$ cat src/rtl/lsu_mem_initiator.sv
// Load/store initiator between the rv32i datapath and the word-wide RAM data port.
// Handles sub-word stores by read-modify-write and extends sub-word loads.
module lsu_mem_initiator #(
  parameter int unsigned MEM_SIZE = 16384
) (
  input  logic        clk,
  input  logic        rst,
  input  logic        req_valid,
  output logic        req_ready,
  input  logic        req_write,
  input  logic [2:0]  req_funct3,
  input  logic [31:0] req_addr,
  input  logic [31:0] req_wdata,
  output logic        resp_valid,
  output logic [31:0] resp_rdata,
  output logic        resp_fault,
  output logic [31:0] mem_addr,
  output logic        mem_read,
  output logic        mem_write,
  output logic [31:0] mem_wdata,
  input  logic [31:0] mem_rdata
);

  localparam logic [2:0] IDLE   = 3'd0;
  localparam logic [2:0] RMW_RD = 3'd1;
  localparam logic [2:0] LOAD   = 3'd2;
  localparam logic [2:0] WRITE  = 3'd3;
  localparam logic [2:0] RESP   = 3'd4;

  localparam logic [31:0] LIMIT = 32'(MEM_SIZE - 3);

  logic [2:0]  state;
  logic        wr_q;
  logic [2:0]  f3_q;
  logic [31:0] addr_q;
  logic [31:0] wdata_q;
  logic [31:0] old_q;
  logic [31:0] res_q;
  logic        fault_q;

  logic        bad_addr;
  logic        bad_f3;
  logic        fault;
  logic [31:0] merged;
  logic [31:0] ext;

  assign bad_addr = req_addr >= LIMIT;

  always_comb begin
    bad_f3 = 1'b0;
    if (req_write) begin
      bad_f3 = req_funct3 > 3'd2;
    end else begin
      unique case (req_funct3)
        3'd0, 3'd1, 3'd2, 3'd4, 3'd5: bad_f3 = 1'b0;
        default:                      bad_f3 = 1'b1;
      endcase
    end
  end

  assign fault = bad_addr | bad_f3;

  always_comb begin
    ext = mem_rdata;
    unique case (f3_q)
      3'd0:    ext = {{24{mem_rdata[7]}}, mem_rdata[7:0]};
      3'd1:    ext = {{16{mem_rdata[15]}}, mem_rdata[15:0]};
      3'd4:    ext = {24'd0, mem_rdata[7:0]};
      3'd5:    ext = {16'd0, mem_rdata[15:0]};
      default: ext = mem_rdata;
    endcase
  end

  // Sub-word stores keep the untouched bytes of the word read in RMW_RD
  always_comb begin
    merged = wdata_q;
    unique case (f3_q[1:0])
      2'd0:    merged = {old_q[31:8], wdata_q[7:0]};
      2'd1:    merged = {old_q[31:16], wdata_q[15:0]};
      default: merged = wdata_q;
    endcase
  end

  always_ff @(posedge clk or posedge rst) begin
    if (rst) begin
      state   <= IDLE;
      wr_q    <= 1'b0;
      f3_q    <= 3'd0;
      addr_q  <= 32'd0;
      wdata_q <= 32'd0;
      old_q   <= 32'd0;
      res_q   <= 32'd0;
      fault_q <= 1'b0;
    end else begin
      unique case (state)
        IDLE: begin
          if (req_valid) begin
            wr_q    <= req_write;
            f3_q    <= req_funct3;
            addr_q  <= req_addr;
            wdata_q <= req_wdata;
            old_q   <= 32'd0;
            res_q   <= 32'd0;
            fault_q <= fault;
            if (fault)
              state <= RESP;
            else if (!req_write)
              state <= LOAD;
            else if (req_funct3 == 3'd2)
              state <= WRITE;
            else
              state <= RMW_RD;
          end
        end
        LOAD: begin
          res_q <= ext;
          state <= RESP;
        end
        RMW_RD: begin
          old_q <= mem_rdata;
          state <= WRITE;
        end
        WRITE:   state <= RESP;
        RESP:    state <= IDLE;
        default: state <= IDLE;
      endcase
    end
  end

  assign req_ready  = state == IDLE;
  assign resp_valid = state == RESP;
  assign resp_fault = resp_valid & fault_q;
  assign resp_rdata = resp_valid ? res_q : 32'd0;

  assign mem_read  = (state == LOAD) || (state == RMW_RD);
  assign mem_write = (state == WRITE) && wr_q;
  assign mem_addr  = (mem_read || mem_write) ? addr_q : 32'd0;
  assign mem_wdata = mem_write ? merged : 32'd0;

endmodule

$ cat config.mk
export PLATFORM = sky130hd
export DESIGN_NAME = lsu_mem_initiator
export DESIGN_NICKNAME = d
export VERILOG_FILES = /design/src/rtl/lsu_mem_initiator.sv
export SDC_FILE = /design/constraint.sdc
export NUM_CORES = 1
export LEC_CHECK = 0
export ABC_AREA = 0
export CORE_ASPECT_RATIO = 0.8
export CORE_MARGIN = 2
export CORE_UTILIZATION = 48
export CTS_BUF_LIST = sky130_fd_sc_hd__clkbuf_4 sky130_fd_sc_hd__clkbuf_8
export CTS_CLUSTER_DIAMETER = 150
export DETAILED_ROUTE_END_ITERATION = 7
export HOLD_SLACK_MARGIN = 0.02
export PLACE_DENSITY = 0.83
export SLEW_MARGIN = 5
export SYNTH_ARGS = -nofsm -noshare
export SYNTH_HDL_FRONTEND = slang
export SYNTH_SLANG_ARGS = --single-unit
$ cat constraint.sdc
create_clock -name clk -period 5.2 [get_ports clk]
set_input_delay 1.04 -clock clk [delete_from_list [all_inputs] [get_ports clk]]
set_output_delay 1.04 -clock clk [all_outputs]
set_load 0.01 [all_outputs]
-- Word-level counts from Yosys, hierarchy flattened
Cells that the tools add are included.
- register bits after elaboration: 136
- input port bits: 103
- output and inout port bits: 101
- logic and storage cells: 54
- order comparisons: 2
- equal/unequal tests: 13
- muxes and demuxes: 15
- bitwise logic cells: 2
- reduce and logical (&&, ||, !) cells: 14
- operators with widths (kind ; count):
    $pmux 32 s2 ; 3
    $mux 32 ; 4
    $pmux 32 s4 ; 1
    $ge 32x14->1 const B ; 1
    $eq 3x3->1 const B ; 5
    $eq 3x1->1 const B ; 3
    $eq 3x2->1 const B ; 3
    $logic_not 3->1 ; 3
    $pmux 3 s3 ; 1
    $mux 3 ; 2
    $reduce_and 2->1 ; 3
    $reduce_or 5->1 ; 1
    $mux 2 ; 2
    $reduce_bool 2->1 ; 2
    $gt 3x2->1 const B ; 1
    $eq 2x1->1 const B ; 1
    $logic_not 2->1 ; 1
    $logic_or 1x1->1 ; 2
    $mux 1 ; 2
    $ne 2x2->1 const B ; 1
    $reduce_or 2->1 ; 1
    $and 1x1->1 ; 1
    $logic_and 1x1->1 ; 1
    $or 1x1->1 ; 1

-- Longest topological paths before layout
Gate-level depths: netlist of the first run.
- depth in word-level cells: 8
- gate-level depth with buffers: 8

-- Worst setup path after synthesis of the first run
No wires, ideal clock.
- path kind: reg2out
- start: register state[0]
- end: output resp_rdata[22]
- data arrival time: 1.392 ns
- slack: 2.768 ns
- cell stages (with the launch flop): 5
- path through: dfrtp_1 -> buf_4 -> nor3b_1 -> clkbuf_1 -> and2_1
- cells in the longest elaborated chain, start to end: 2
- RTL lines (element ; line ; RTL):
    start: declaration ; 32 ; logic [2:0] state;
    start signal: assignment ; 86 ; state <= IDLE;
    start signal: assignment ; 106 ; state <= RESP;
    start signal: assignment ; 108 ; state <= LOAD;
    $eq 3x3->1 ; 131 ; assign resp_valid = state == RESP;
    net resp_valid ; 14 ; output logic resp_valid,
    $mux 32 ; 133 ; assign resp_rdata = resp_valid ? res_q : 32'd0;
    end: declaration ; 15 ; output logic [31:0] resp_rdata,
The timed path passes the listed nets, and every way through them passes these cells.

-- Worst setup path in the final report of the first run
- start: register state[1]
- end: output mem_addr[25]
- cells in the longest elaborated chain, start to end: 4
- elaborated cells on any way between the ends: 7
- those cells by class: 3 x eq/ne; 1 x mux; 3 x reduce/logical
- RTL lines (element ; line ; RTL):
    $eq 3x2->1 (tied with other cells) ; 135 ; assign mem_read = (state == LOAD) || (state == RMW_RD);
    $logic_or 1x1->1 or $logic_and 1x1->1 (tied branches) ; 135, 136 ;
    $logic_or 1x1->1 (*) ; 137 ; assign mem_addr = (mem_read || mem_write) ? addr_q : 32'd0;
    $mux 32 (*) ; 137 ;
    end: declaration ; 17 ; output logic [31:0] mem_addr,
Mark *: on every way between the ends. The rest lies on a longest branch, timed or not.

==> impl_metrics.py, run 1 <==
metrics = {
    "worst_setup_path": {
        "critical_path_arrival_ps": 3030,
        "worstPathRequired_ps": 4160,
        "critPathLaunchType": "register",
        "cp_slowest_stage_delay_ps": 630,
        "endpoint_kind": "output pin",
        "crit_fanout": 32,
        "path_class": "reg2out",
        "cp_slowest_cell": "nand3_2",
        "path_cells": "nor2b_2, nand3_2, nand3_2, and2_1, clkdlybuf4s50_1",
        "reg2reg_depth": 4,
        "crit_top_cell": "nand3_2",
    },
    "yosys": {
        "syn-num-nets": 658,
        "synthesis.area_um2": 6290,
        "syn_avg_cell_area_um2": 11.3,
        "ys.flop_type": "dfrtp_1",
        "synth_edf_count": 0,
        "yosys-top-cells-area": "dfrtp_1, mux2_4, and2_1",
        "synth_cell_type_count": 36,
        "synth_top_cell_by_area": "dfrtp_1",
        "synth_adder_area_share_pct": 0,
        "synth_top_area_share_pct": 50.9,
        "synth_seq_area_share_pct": 50.9,
        "yosysWarnings": 0,
        "yosys.area_share.xor_xnor_pct": 0,
        "yosys.area_share.simple_pct": 17.9,
        "muxShareOfSynthArea_pct": 18.7,
        "synth_cells": 555,
        "synth_top_family_by_area": "multiplexers",
        "synth_seq_cells": 128,
        "synth_compound_area_share_pct": 8.29,
        "async_flop_share_pct": 100,
    },
    "cells_and_area": {
        "area.growth.synth_to_final_pct": 39.2,
        "n_antenna_cell": 0,
        "fin_nets": 850,
        "final_util_pct": 68.3,
        "nFillCells": 948,
        "final_area_um2": 8760,
        "drive_gt1_share_pct": 15.2,
    },
    "min_path": {
        "hold_class": "reg2reg",
        "whs_path_depth": 1,
    },
    "sta": {
        "fin_hold_ws_ps": 484,
        "worst_slew_pin_slew_ps": 1090,
        "maxSlewViolCount": 0,
        "rsz0062_at_grt": "no",
        "fmax_mhz": 245,
        "setup_tns_ps": 0,
        "setup_viol": 0,
        "finalCriticalPeriod_ps": 4070,
        "hold_viol": 0,
        "slew_headroom_pct": 27.5,
        "finalCritPeriodShare_pct": 78.3,
        "finalClockSkew_ps": 10.7,
    },
    "place": {
        "dpl_cell_area_um2": 8360,
        "io_buffers": 203,
        "gp_congestion": 0.836,
        "hpwl_um": 11400,
    },
    "clocking": {
        "cts_buffer_depth": 2,
        "clk_latency_ps": 440,
        "postCtsSetupRepairBufs": 0,
        "cts_made_buffers": 17,
        "ctsResizeCount": 0,
        "cts_tree": "done",
        "hold_buffers": 0,
        "cts_sinks": 128,
        "path_clk_slew_ps": 70,
        "h-tree-depth": 4,
        "clock_tree.root_cell": "clkbuf_8",
    },
    "floorplanning": {
        "dieArea_um2": 14000,
        "initial_core_util_pct": 49.1,
        "ioPinCount": 204,
        "die_h_um": 106,
        "coreArea_um2": 12800,
        "die_width_um": 132,
        "num_rows": 37,
    },
    "grt": {
        "antenna_found_initial": 0,
        "grt_max_degree": 88,
        "grt_pass1_vias": 5115,
        "groute.usage.overall_pct": 24.2,
        "grt_first_pass_wirelength_um": 26700,
        "overflow": 0,
    },
    "route": {
        "initialDrtViolationCount": 260,
        "via_count": 4908,
        "ant_nets": 0,
        "drtPass1Iterations": 4,
        "post_drt_wl_per_cell_um": 17.9,
        "via_per_inst": 5.27,
        "drc": 0,
        "drt_wl_total_um": 16700,
    },
    "run": {
        "drv_cap": 0,
    },
    "pwr": {
        "peakVddDrop_mv": 0.150,
        "power_density_nw_per_um2": 271,
        "leakagePower_uw": 0.00377,
    },
    "status": {
        "status": "finished clean",
    },
}
-- routing by layer --
| metal | up-vias | share of wire [%] | global-route usage (%) | wire length, um |
|---|---|---|---|---|
| met5 | - | 0 | 0 | 0 |
| met1 | 2411 | 44 | 32.5 | 7440 |
| met3 | 38 | 6.6 | 5.67 | 1110 |
| met4 | 0 | 2.5 | 11.3 | 424 |
| met2 | 203 | 46 | 37.4 | 7750 |
| li1 | 2256 | - | - | - |
-- stage by stage --
stage | std cells | setup slack (ps) | total power [uW]
2_1_floorplan | 555 | 747 | 1370
3_5_place_dp | 903 | 1550 | 1500
5_1_grt | 932 | 909 | 2460
6_report | 932 | 1130 | 2370
4_1_cts | 932 | 1050 | 2390
3_3_place_gp | 903 | 1750 | 1490
-- critical path, delay by kind of cell (launching register included) --
kind          cells  cell delay (ps)
simple gates      4             1620
buf+inv           1              540
flops             1              420
-- Yosys cell counts (2+ instances only) --
master	number
nor2_1	25
mux2_4	64
nand2_1	85
mux2i_1	17
buf_2	8
buf_6	2
clkbuf_1	16
a21oi_1	18
mux2_2	3
buf_1	3
o21ai_0	33
nor4_1	5
buf_8	7
dfrtp_1	128
nand4_1	4
nand3_2	2
o2bb2ai_1	24
and2_1	75
buf_4	2
inv_1	2
nor2b_1	17
-- final timing paths --
kind / start / end / slack [ps]
setup / recovery: state[1] / mem_addr[25] / 1130
hold / removal: res_q[19] / res_q[19] / 480
setup reg to reg: state[0] / addr_q[10] / 2930
hold reg to reg: res_q[19] / res_q[19] / 480
max in group asynchronous: rst / wdata_q[5] / 3060
min in group asynchronous: rst / addr_q[8] / 1190
-- where the power goes --
part | leakage [uW] | switching [uW] | internal (uW) | total (uW)
clock | 0.000211 | 372 | 512 | 884
sequential | 0.00163 | 48.3 | 1080 | 1120
combinational | 0.00193 | 146 | 220 | 365
total | 0.00377 | 566 | 1810 | 2370
-- state kept, by name, summed over array words and instances, names as in the netlist --
name	flops
wr_q	1
res_q	32
addr_q	32
f3_q	3
wdata_q	32
old_q	24
fault_q	1
state	3
-- layout by cell type (no fill, tap or decap), drive strengths merged --
| cell | instances |
|---|---|
| inv | 2 |
| nand4 | 4 |
| and2 | 75 |
| o2bb2ai | 24 |
| clkbuf | 22 |
| clkinv | 4 |
| nor3 | 1 |
| nand3 | 2 |
| a21oi | 18 |
| or2 | 1 |
| clkdlybuf4s50 | 203 |
| mux2 | 68 |
| nand2b | 1 |
| mux2i | 17 |
| a31oi | 1 |
| nand2 | 85 |
| buf | 8 |
| dfrtp | 128 |
| a211oi | 1 |
| a31o | 1 |
| bufinv | 3 |
| a41o | 1 |
| a21boi | 1 |
| nor2 | 26 |
| o21ai | 34 |
| nor3b | 2 |
| nor4 | 5 |
| o21a | 1 |
| nor2b | 18 |
-- cells by family (layout without fill, tap and decap cells) --
group	Yosys count	count (layout)
simple gates	220	220
flops	128	128
mux	85	85
compound gates	82	82
buf+inv	40	242
-- layout make-up --
| type | instances | area [um2] | share of cell area (%) |
|---|---|---|---|
| Timing Repair Buffer | 211 | 2090 | 23.9 |
| Inverter | 2 | 10.0 | 0.114 |
| Tap cell | 175 | 219 | 2.50 |
| Clock inverter | 7 | 110 | 1.26 |
| Clock buffer | 22 | 290 | 3.31 |
| Sequential cell | 128 | 3200 | 36.6 |
| Multi-Input combinational cell | 387 | 2830 | 32.4 |
(Power assumes the default switching activity.)
==> run 2, diff against run 1 <==
Clock period 5.2 ns to 4 ns, I/O delays scaled along.
==> impl_metrics.py, run 2 (synthesized netlist as in run 1, its figures left out) <==
metrics = {
    "cells_and_area": {
        "multi_input_area_um2": 2830,
        "final_cell_mix": "clkdlybuf4s50_1, dfrtp_1, nand2_1",
        "regArea_um2": 3200,
        "nFillCells": 931,
        "n_antenna_cell": 0,
        "drive_gt1_share_pct": 15.5,
        "layout_commonest_cell": "clkdlybuf4s50_1",
        "fin_nets": 854,
        "area.growth.synth_to_final_pct": 38.8,
        "reg_top3": "addr_q: 32 flops, res_q: 32 flops, wdata_q: 32 flops",
    },
    "worst_setup_path": {
        "endpoint_kind": "output pin",
        "reg2reg_depth": 4,
        "critical_path_arrival_ps": 2660,
        "worstPathRequired_ps": 3200,
        "critPathLaunchType": "register",
        "crit_fanout": 32,
        "path_class": "reg2out",
    },
    "clocking": {
        "cts_tree": "done",
        "cts_buffer_depth": 2,
        "postCtsSetupRepairBufs": 0,
        "hold_buffers": 0,
        "h-tree-depth": 4,
        "ctsResizeCount": 0,
        "clock_tree.root_cell": "clkbuf_8",
        "cts_sinks": 128,
        "path_clk_slew_ps": 60,
        "clk_latency_ps": 450,
        "cts_made_buffers": 17,
    },
    "floorplanning": {
        "die_h_um": 106,
        "die_width_um": 132,
        "num_rows": 37,
        "ioPinCount": 204,
        "dieArea_um2": 14000,
        "initial_core_util_pct": 49.1,
        "coreArea_um2": 12800,
    },
    "route": {
        "drt_wl_total_um": 17400,
        "initialDrtViolationCount": 309,
        "drc": 0,
        "drtPass1Iterations": 6,
        "ant_nets": 0,
        "post_drt_wl_per_cell_um": 18.6,
        "via_per_inst": 5.30,
        "via_count": 4959,
    },
    "sta": {
        "worst_slew_pin_slew_ps": 1080,
        "finalClockSkew_ps": 9.84,
        "fmax_mhz": 289,
        "setup_viol": 0,
        "maxSlewViolCount": 0,
        "rsz0062_at_grt": "no",
        "hold_viol": 0,
        "slew_headroom_pct": 27.9,
        "finalCriticalPeriod_ps": 3460,
        "finalCritPeriodShare_pct": 86.6,
        "setup_tns_ps": 0,
    },
    "min_path": {
        "hold_class": "reg2reg",
        "whs_path_depth": 1,
    },
    "pwr": {
        "peakVddDrop_mv": 0.210,
        "finalPower_uw": 2930,
        "leakagePower_uw": 0.00376,
        "power_density_nw_per_um2": 335,
    },
    "grt": {
        "grt_pass1_vias": 5132,
        "grt_first_pass_wirelength_um": 27800,
        "antenna_found_initial": 0,
        "overflow": 0,
        "groute.usage.overall_pct": 25.5,
        "grt_max_degree": 49,
    },
    "run": {
        "drv_cap": 0,
    },
    "place": {
        "hpwl_um": 12200,
        "io_buffers": 203,
        "gp_congestion": 0.870,
    },
    "status": {
        "status": "finished clean",
    },
}
[run 2: cell types whose count changed in the layout (fill, tap and decap cells not counted)]
cell / previous run / this run
clkbuf_4: 2 / 7
clkinvlp_4: 0 / 1
buf_12: 0 / 1
clkinv_2: 4 / 1
inv_4: 1 / 0
buf_4: 8 / 11
bufinv_16: 3 / 0
[run 2: path summary, 6_finish.rpt]
kind                            startpoint           end  slack [ps]
worst max-delay path              state[1]  mem_addr[18]         540
worst min-delay path             res_q[21]     res_q[21]         480
worst max register to register    state[0]     addr_q[7]        1630
worst min register to register   res_q[21]     res_q[21]         480
max in group asynchronous              rst    addr_q[24]        2440
min in group asynchronous              rst    wdata_q[3]         780
[run 2: through the flow]
stage	setup slack (ps)	utilization [%]	hold slack (ps)	cell area (um2)	cells
after floorplan	1620	-	448	6290	555
after global placement	1100	65.5	464	8400	907
after detailed placement	996	65.5	466	8400	907
after CTS	504	68.1	489	8730	935
after global routing	353	68.1	500	8730	935
final	537	68.1	482	8730	935
[run 2: routing by layer]
layer / part of all wire [%] / track usage, % / up-vias
met5: 0 / 0 / -
met4: 2.0 / 8.93 / 0
met3: 7.2 / 7.58 / 33
met2: 47 / 40.6 / 214
met1: 43 / 33.4 / 2451
li1: - / - / 2261
[run 2: critical path, stage by stage, from the launching register on]
cell	delay (ps)
dfrtp_1	420
nor2b_2	210
nand2b_1	70
buf_4	240
nand3_2	430
and2_1	350
clkdlybuf4s50_1	490
[run 2: final cells by class]
| type | instances | area share (%) |
|---|---|---|
| Sequential cell | 128 | 36.7 |
| Multi-Input combinational cell | 387 | 32.4 |
| Timing Repair Buffer | 215 | 24.4 |
| Clock buffer | 27 | 3.75 |
| Tap cell | 175 | 2.51 |
| Inverter | 2 | 0.129 |
| Clock inverter | 1 | 0.0573 |
[run 2: report_power, final]
group | internal, uW | leakage [uW] | switching, uW
logic | 290 | 0.00195 | 191
registers | 1400 | 0.00163 | 67.4
clock network | 512 | 0.000180 | 467
total | 2200 | 0.00376 | 725
==> run 3, diff against run 2 <==
Settings changed: CORE_UTILIZATION 48 to 43, GPL_ROUTABILITY_DRIVEN set to 1, PLACE_DENSITY 0.83 to 0.78.
Clock period 4 ns to 2.8 ns, I/O delays scaled along.
==> impl_metrics.py, run 3 (synthesized netlist as in run 1, its figures left out) <==
metrics = {
    "floorplanning": {
        "initial_core_util_pct": 44.0,
        "die_width_um": 139,
        "coreArea_um2": 14300,
        "ioPinCount": 204,
        "num_rows": 39,
        "die_h_um": 112,
        "dieArea_um2": 15600,
    },
    "clocking": {
        "cts_buffer_depth": 2,
        "clk_latency_ps": 450,
        "path_clk_slew_ps": 80,
        "hold_buffers": 0,
        "clock_tree.root_cell": "clkbuf_8",
        "cts_sinks": 128,
        "cts_tree": "done",
        "cts_made_buffers": 17,
        "h-tree-depth": 4,
    },
    "grt": {
        "grt_pass1_vias": 5163,
        "grt_first_pass_wirelength_um": 28200,
        "grt_max_degree": 129,
        "groute.usage.overall_pct": 23.2,
        "antenna_found_initial": 0,
        "overflow": 0,
    },
    "cells_and_area": {
        "fin_nets": 863,
        "layout_commonest_cell": "clkdlybuf4s50_1",
        "n_antenna_cell": 0,
        "final_util_pct": 63.5,
        "reg_top3": "addr_q: 32 flops, res_q: 32 flops, wdata_q: 32 flops",
        "final_cell_mix": "clkdlybuf4s50_1, dfrtp_1, nand2_1",
        "drive_gt1_share_pct": 18.0,
        "area.growth.synth_to_final_pct": 44.3,
    },
    "route": {
        "drtPass1Iterations": 4,
        "via_per_inst": 5.19,
        "drc": 0,
        "via_count": 4971,
        "initialDrtViolationCount": 412,
        "drt_wl_total_um": 17700,
        "ant_nets": 0,
        "post_drt_wl_per_cell_um": 18.4,
    },
    "sta": {
        "fmax_mhz": 366,
        "setup_viol": 0,
        "slew_headroom_pct": 26.0,
        "rsz0062_at_grt": "yes",
        "hold_viol": 0,
        "fin_hold_ws_ps": 485,
        "worst_slew_pin_slew_ps": 1110,
        "fin_ws_ps": 65.8,
        "setup_tns_ps": 0,
        "finalCriticalPeriod_ps": 2730,
        "finalClockSkew_ps": 13.7,
        "finalCritPeriodShare_pct": 97.6,
        "maxSlewViolCount": 0,
    },
    "pwr": {
        "finalPower_uw": 4620,
        "leakagePower_uw": 0.00452,
        "power_density_nw_per_um2": 509,
        "power.internal_uw": 3490,
        "combPwrFrac_pct": 15.0,
        "swShare_pct": 24.4,
        "p_clk_share_pct": 39.8,
        "peakVddDrop_mv": 0.360,
        "switching_power_uw": 1130,
        "power.share.sequential_pct": 45.2,
    },
    "run": {
        "drv_cap": 0,
    },
    "place": {
        "io_buffers": 203,
        "hpwl_um": 11600,
        "post-place-ws_ps": 295,
        "gp_congestion": 0.874,
    },
    "worst_setup_path": {
        "critPathLaunchType": "register",
        "r2r_slack_ps": 680,
        "crit_fanout": 25,
        "endpoint_kind": "output pin",
        "regToRegEndpoint": "wdata_q[15]",
        "critPathCapture": "mem_read",
        "cp-startpoint": "state[2]",
        "path_class": "reg2out",
        "worstPathRequired_ps": 2240,
        "critical_path_arrival_ps": 2170,
        "reg2reg_depth": 5,
        "reg2reg_from": "state[1]",
    },
    "status": {
        "status": "finished clean",
    },
    "min_path": {
        "hold_class": "reg2reg",
    },
}
## run 3: cell types whose count changed in the layout (fill, tap and decap cells not counted), sizes merged, moves of 2 or more
cell,delta
clkdlybuf4s50,-68
bufinv,+5
clkinvlp,+4
dlymetal6s2s,+21
clkinv,+5
nand3,+2
clkbuf,-9
dlygate4sd2,+47
buf,+6
## run 3: repair_timing
item	CTS	global route
pin swaps	1	0
gates resized for setup	66	27
cloned	3	0
endpoints found under the setup margin	84	20
buffers inserted	6	0
## run 3: worst min path at each step
stage	from	to	slack [ps]	cells past startpoint
floorplan	res_q[10]	res_q[10]	450	1
global placement	res_q[24]	res_q[24]	470	1
detailed placement	res_q[18]	res_q[18]	470	1
CTS	res_q[27]	res_q[27]	490	1
global route	res_q[18]	res_q[18]	500	1
finish	res_q[21]	res_q[21]	490	1
## run 3: final cells by class
cell class | instances | area [um2]
Timing Repair Buffer | 222 | 2260
Fill cell | 1109 | 5220
Sequential cell | 128 | 3210
Multi-Input combinational cell | 389 | 2910
Clock inverter | 14 | 214
Clock buffer | 18 | 248
Inverter | 2 | 15.0
Tap cell | 184 | 230
## run 3: power groups by stage
stage	Clock, uW	Sequential, uW	Combinational (uW)
2_1_floorplan	0	2080	456
3_3_place_gp	0	2110	669
3_5_place_dp	0	2120	684
4_1_cts	1880	2090	694
5_1_grt	1970	2110	746
6_report	1840	2090	693
## run 3: per-layer routing
layer  GRT usage (%)  vias up  wire length, um
li1                -     2289                -
met1            31.6     2443             8020
met2            36.0      211             8080
met3            6.53       28             1270
met4            7.95        0              286
met5               0        -                0
## run 3: critical path, stage by stage (launching register included)
cell and delay, ps:
dfrtp_2 450, nor2_2 200, nand2_2 190, buf_6 230, nand2_1 100, clkdlybuf4s50_1 530
## run 3: per-stage QoR
step	cells	instance area [um2]
after floorplan	555	6290
after global placement	916	8430
after detailed placement	916	8430
after CTS	957	9000
after global routing	957	9080
final	957	9080
